$ cat config.mk
export PLATFORM = sky130hd
export DESIGN_NAME = spi_rx
export DESIGN_NICKNAME = d
export VERILOG_FILES = /design/src/rtl/spi_rx.sv
export SDC_FILE = /design/constraint.sdc
export NUM_CORES = 1
export LEC_CHECK = 0
export ABC_AREA = 1
export CAP_MARGIN = 20
export CORE_MARGIN = 5
export CORE_UTILIZATION = 45
export CTS_BUF_LIST = sky130_fd_sc_hd__clkbuf_2
export DETAILED_ROUTE_END_ITERATION = 6
export PLACE_DENSITY_LB_ADDON = 0.25
export SYNTH_ARGS = -nofsm -noshare
export SYNTH_HDL_FRONTEND = slang
export SYNTH_SLANG_ARGS = --single-unit
$ cat constraint.sdc
create_clock -name clk_i -period 6 [get_ports clk_i]
set_input_delay 0.6 -clock clk_i [delete_from_list [all_inputs] [get_ports clk_i]]
set_output_delay 0.6 -clock clk_i [all_outputs]
set_load 0.05 [all_outputs]
$ cat src/rtl/spi_rx.sv
// rtl/spi_rx.sv - SPI master receive shifter: MSB-first word assembly, valid/ready output, SCLK stall
module spi_rx #(
  parameter int DATA_W = 32,
  parameter int LEN_W  = 16
) (
  input  logic              clk_i,
  input  logic              rstn_i,
  input  logic              en_i,
  input  logic              rx_edge_i,
  input  logic              sdi_i,
  input  logic [LEN_W-1:0]  rx_len_i,
  input  logic              rx_len_updata_i,
  output logic              rx_done_o,
  output logic              rx_stall_o,
  output logic [DATA_W-1:0] rx_data_o,
  output logic              rx_data_vld_o,
  input  logic              rx_data_rdy_i
);

  typedef enum logic [1:0] {IDLE = 2'd0, RECV = 2'd1, WAIT = 2'd2} state_t;

  state_t            state_q, state_d;
  logic [LEN_W-1:0]  bit_cnt_q, target_q;
  logic [DATA_W-1:0] shreg_q, out_q;
  logic              vld_q;

  logic              out_free, last_bit, word_end, bits_left;
  logic              start, sample, load_new, load_held;
  logic [DATA_W-1:0] shreg_nxt;

  assign out_free  = !vld_q || rx_data_rdy_i;
  assign last_bit  = (bit_cnt_q == target_q - LEN_W'(1));
  assign bits_left = (bit_cnt_q != target_q);
  assign word_end  = (bit_cnt_q[4:0] == 5'd31) || last_bit;
  assign shreg_nxt = {shreg_q[DATA_W-2:0], sdi_i};

  always_ff @(posedge clk_i or negedge rstn_i) begin
    if (!rstn_i) state_q <= IDLE;
    else         state_q <= state_d;
  end

  always_comb begin
    state_d = state_q;
    case (state_q)
      IDLE: if (en_i && (target_q != '0)) state_d = RECV;
      RECV: begin
        if (!en_i) begin
          state_d = IDLE;
        end else if (rx_edge_i && word_end) begin
          if (!out_free)     state_d = WAIT;
          else if (last_bit) state_d = IDLE;
        end
      end
      // A held word must be delivered before an abort can take effect.
      WAIT: if (out_free) state_d = bits_left ? RECV : IDLE;
      default: state_d = IDLE;
    endcase
  end

  always_comb begin
    start      = 1'b0;
    sample     = 1'b0;
    load_new   = 1'b0;
    load_held  = 1'b0;
    rx_done_o  = 1'b0;
    rx_stall_o = 1'b0;
    case (state_q)
      IDLE: start = en_i && (target_q != '0);
      RECV: begin
        sample    = en_i && rx_edge_i;
        rx_done_o = sample && last_bit;
        load_new  = sample && word_end && out_free;
      end
      WAIT: begin
        rx_stall_o = 1'b1;
        load_held  = out_free;
      end
      default: ;
    endcase
  end

  // The shifter is cleared whenever a word leaves it, so a short final word lands right-aligned.
  always_ff @(posedge clk_i or negedge rstn_i) begin
    if (!rstn_i) begin
      target_q  <= '0;
      bit_cnt_q <= '0;
      shreg_q   <= '0;
      out_q     <= '0;
      vld_q     <= 1'b0;
    end else begin
      if ((state_q == IDLE) && rx_len_updata_i) target_q <= rx_len_i;
      if (start) begin
        bit_cnt_q <= '0;
        shreg_q   <= '0;
      end
      if (sample) begin
        bit_cnt_q <= bit_cnt_q + LEN_W'(1);
        shreg_q   <= load_new ? '0 : shreg_nxt;
      end
      if (load_held) shreg_q <= '0;
      if (load_new)       out_q <= shreg_nxt;
      else if (load_held) out_q <= shreg_q;
      if (load_new || load_held) vld_q <= 1'b1;
      else if (rx_data_rdy_i)    vld_q <= 1'b0;
    end
  end

  assign rx_data_o     = out_q;
  assign rx_data_vld_o = vld_q;

endmodule
==> key figures <==
Timing
  – FMAX: about 230 MHz
  – Post-route fraction of the period consumed by the critical path: 0.735
  – Clock skew after layout: 0.0387 ns
  – Crit path time final: 4.41 ns
  – Headroom to the max-slew limit: 0.335
  – Worst-Margin Slew: approximately 1.0 ns
  – Accumulated negative setup slack: 0 ns
  – Fin. max-slew vios: 0
  – Number of failing hold endpoints at the final stage: 0
  – Setup repair after global routing missed its margin: no
  – Endpoints failing setup: 0

Layout
  – Leading cell types in the layout, fill and taps excluded: 169 x sky130_fd_sc_hd__nand3_1, 130 x sky130_fd_sc_hd__nand2_1, 99 x sky130_fd_sc_hd__dfrtp_1
  – Final layout net count: roughly 740
  – FILL cells: between 1000 and 1500
  – Antenna fix cells: 0
  – Most common library cell in the layout ignoring fill and taps: sky130_fd_sc_hd__nand3_1
  – Fraction of layout cells with a size suffix above 1: 0.0989
  – Util after Layout: 0.520
  – Layout overhead on the synthesized area: 13.9%

Setup path
  – Max FO, Critical Path: 47
  – RR Startpoint: state_q[1]
  – Worst setup path class: reg2out
  – Cells traversed along the worst timing path: buf_8, nor2_1, inv_1, nor2_2, buf_4, clkinv_1, nor3_1, clkdlybuf4s50_1
  – Crit path capture type: primary output
  – Crit path arrival time: 3.81 ns
  – Crit path max-delay cell type: sky130_fd_sc_hd__clkdlybuf4s50_1
  – CP startpoint: state_q[1]
  – Req. time, crit path: about 5.4 ns
  – CP Launch Type: register
  – Delay of the slowest cell on the worst path: about 0.86 ns
  – Cell depth of the worst flop-to-flop path: 12

CTS
  – Clock latency at the later pin of the worst-skew pair: 0.61 ns
  – Clock input transition at the sequential cells of the worst setup and hold paths: roughly 0.26 ns
  – Root cell of the clock tree: sky130_fd_sc_hd__clkbuf_2
  – Clock net sink count: approximately 100
  – Max clock buf depth: 2
  – CTS tree: built
  – Total CTS buffers: 9
  – Number of hold buffers added after cts: 1
  – Number of H-tree levels: 3
  – Setup Buffers After CTS: 0
  – Resize count post-CTS: 0

Power and ir drop
  – IR Drop Worst-Case VDD: 0.000115 V
  – Power density cells: around 280 nW/um2
  – Total power: 0.00173 W
  – P_leak: 2.93 nW

Run
  – Total of max-cap violations: 0

Synthesis
  – Synth Net Count: approximately 700
  – Post-Synthesis Mean Instance Area: between 8 and 9 um2
  – Synthesized cell area: 5440 um2
  – Post-synthesis register bit count: 99
  – Synth warnings: 0
  – Leading cell types by total area after synthesis: sky130_fd_sc_hd__dfrtp_1 46%, sky130_fd_sc_hd__nand3_1 16%, sky130_fd_sc_hd__nand2_1 9.0%
  – Sequential cell area fraction in the yosys report: 0.455
  – Post-synth top area share: 0.455
  – Post-synthesis cell type count: 37
  – Post-Synthesis Cells: between 600 and 700
  – Dominant cell type by area after synthesis: sky130_fd_sc_hd__dfrtp_1

Detailed routing
  – Drc violations: 0
  – Final WL: 13400 um
  – Starting DRC count in detailed routing: around 370
  – Routed len/inst: ~15 um
  – Avg Vias per Cell: roughly 5.6
  – 1st-pass router iterations: 5
  – Remaining number of nets flagged by the antenna check after routing: 0
  – Via count: a little under 5000

Floorplan
  – Area of the core: 11900 um2
  – Area of the die: about 14000 um2
  – Num rows: 40
  – Ports placed on the boundary: slightly below 60
  – Die Wd: 120 um
  – Floorplan die height: 120 um
  – Initial core utilization: 0.457

Outcome
  – Outcome: finished, final reports clean

GRT
  – Total global routing overflow: 0
  – Global-route usage over all layers: 0.191
  – Maximum number of pins on one net before global-route repair: 87
  – Vias in the first global route: about 4500
  – Wire length of the first global-routing pass: roughly 23000 um
  – Antenna violations before repair: 0

Min path
  – Worst min path class: in2async

Place
  – PortBufs: 57
  – Half-perimeter wire length of the detailed placement result: roughly 9000 um
  – Last weighted congestion value of the routability-driven placer: between 0.9 and 1
==> final cells by class <==
cell class              count  area (um2)  area share
flip-flops and latches     99        2480       0.400
multi-input cells         486        2570       0.414
clock inverters             6        62.6      0.0101
clock buffers              10        50.0     0.00807
well taps                 147         184      0.0297
repair buffers             66         666       0.107
inverters                  51         191      0.0309
==> critical path, delay by kind of cell, from the launching register on <==
kind	cells	cell delay [ns]
AND/OR/NAND/NOR	3	0.52
flip-flops	1	0.66
buffers and inverters	5	2.02
==> metal layers <==
layer	wire, um	track usage	vias to the layer above
li1	-	-	2370
met1	6350	0.275	2355
met2	6080	0.291	137
met3	693	0.0287	21
met4	262	0.0702	0
met5	0	0	-
==> power by group <==
part	total, W	switching (W)	leakage [nW]	internal, W
Clock	0.000328	0.000230	0.0680	0.0000982
Combinational	0.000566	0.000377	1.53	0.000189
Sequential	0.000832	0.0000946	1.34	0.000738
Total	0.00173	0.000702	2.93	0.00103
==> final timing paths <==
| kind | to | slack (ns) |
|---|---|---|
| min | target_q[7] | 0.33 |
| max | rx_done_o | 1.59 |
| min in group clk_i | target_q[5] | 0.53 |
| min reg2reg | rx_data_o[9] | 0.55 |
| max reg2reg | rx_data_o[26] | 2.39 |
| max in group asynchronous | bit_cnt_q[8] | 4.75 |
==> cells in the mapped netlist, drive strengths merged <==
cell    count
clkinv      2
o21bai      1
ha          3
xnor2       8
clkbuf     21
buf        20
nand2     136
a21oi      14
a31oi       1
o221ai      1
dfrtp      99
a32oi       1
nand3b      1
o22ai       1
nor3        5
o32ai       2
xor2        4
mux2       10
nor4        2
nor2       57
nand3     187
nand4      37
o41ai       1
inv        49
o21ai      13
mux2i       1
==> cells by family after synthesis <==
family                     Yosys count  share of synthesized area
AOI/OAI and AO/OA                   35                     0.0365
xor gates and xnor gates            12                     0.0207
adders and majority gates            3                    0.00690
buffers and inverters               92                     0.0740
DFF                                 99                      0.455
muxes                               11                     0.0225
and+or+nand+nor                    425                      0.384
==> flip-flops by register name, summed over array words and instances (netlist names) <==
signal,flops
rx_data_o,32
shreg_q,32
bit_cnt_q,16
target_q,16
state_q,2
rx_data_vld_o,1
==> metrics by stage <==
stage          std cells  hold WS (ns)  cell area (um2)  worst slack, ns
4_1_cts              863         0.283             6160             1.44
3_5_place_dp         846         0.464             6030             2.11
2_1_floorplan        677         0.304             5440             3.06
3_3_place_gp         846         0.458             6030             2.12
6_report             865         0.334             6200             1.59
5_1_grt              865         0.325             6200             1.36
No activity file was read; power rests on OpenSTA's default activity.
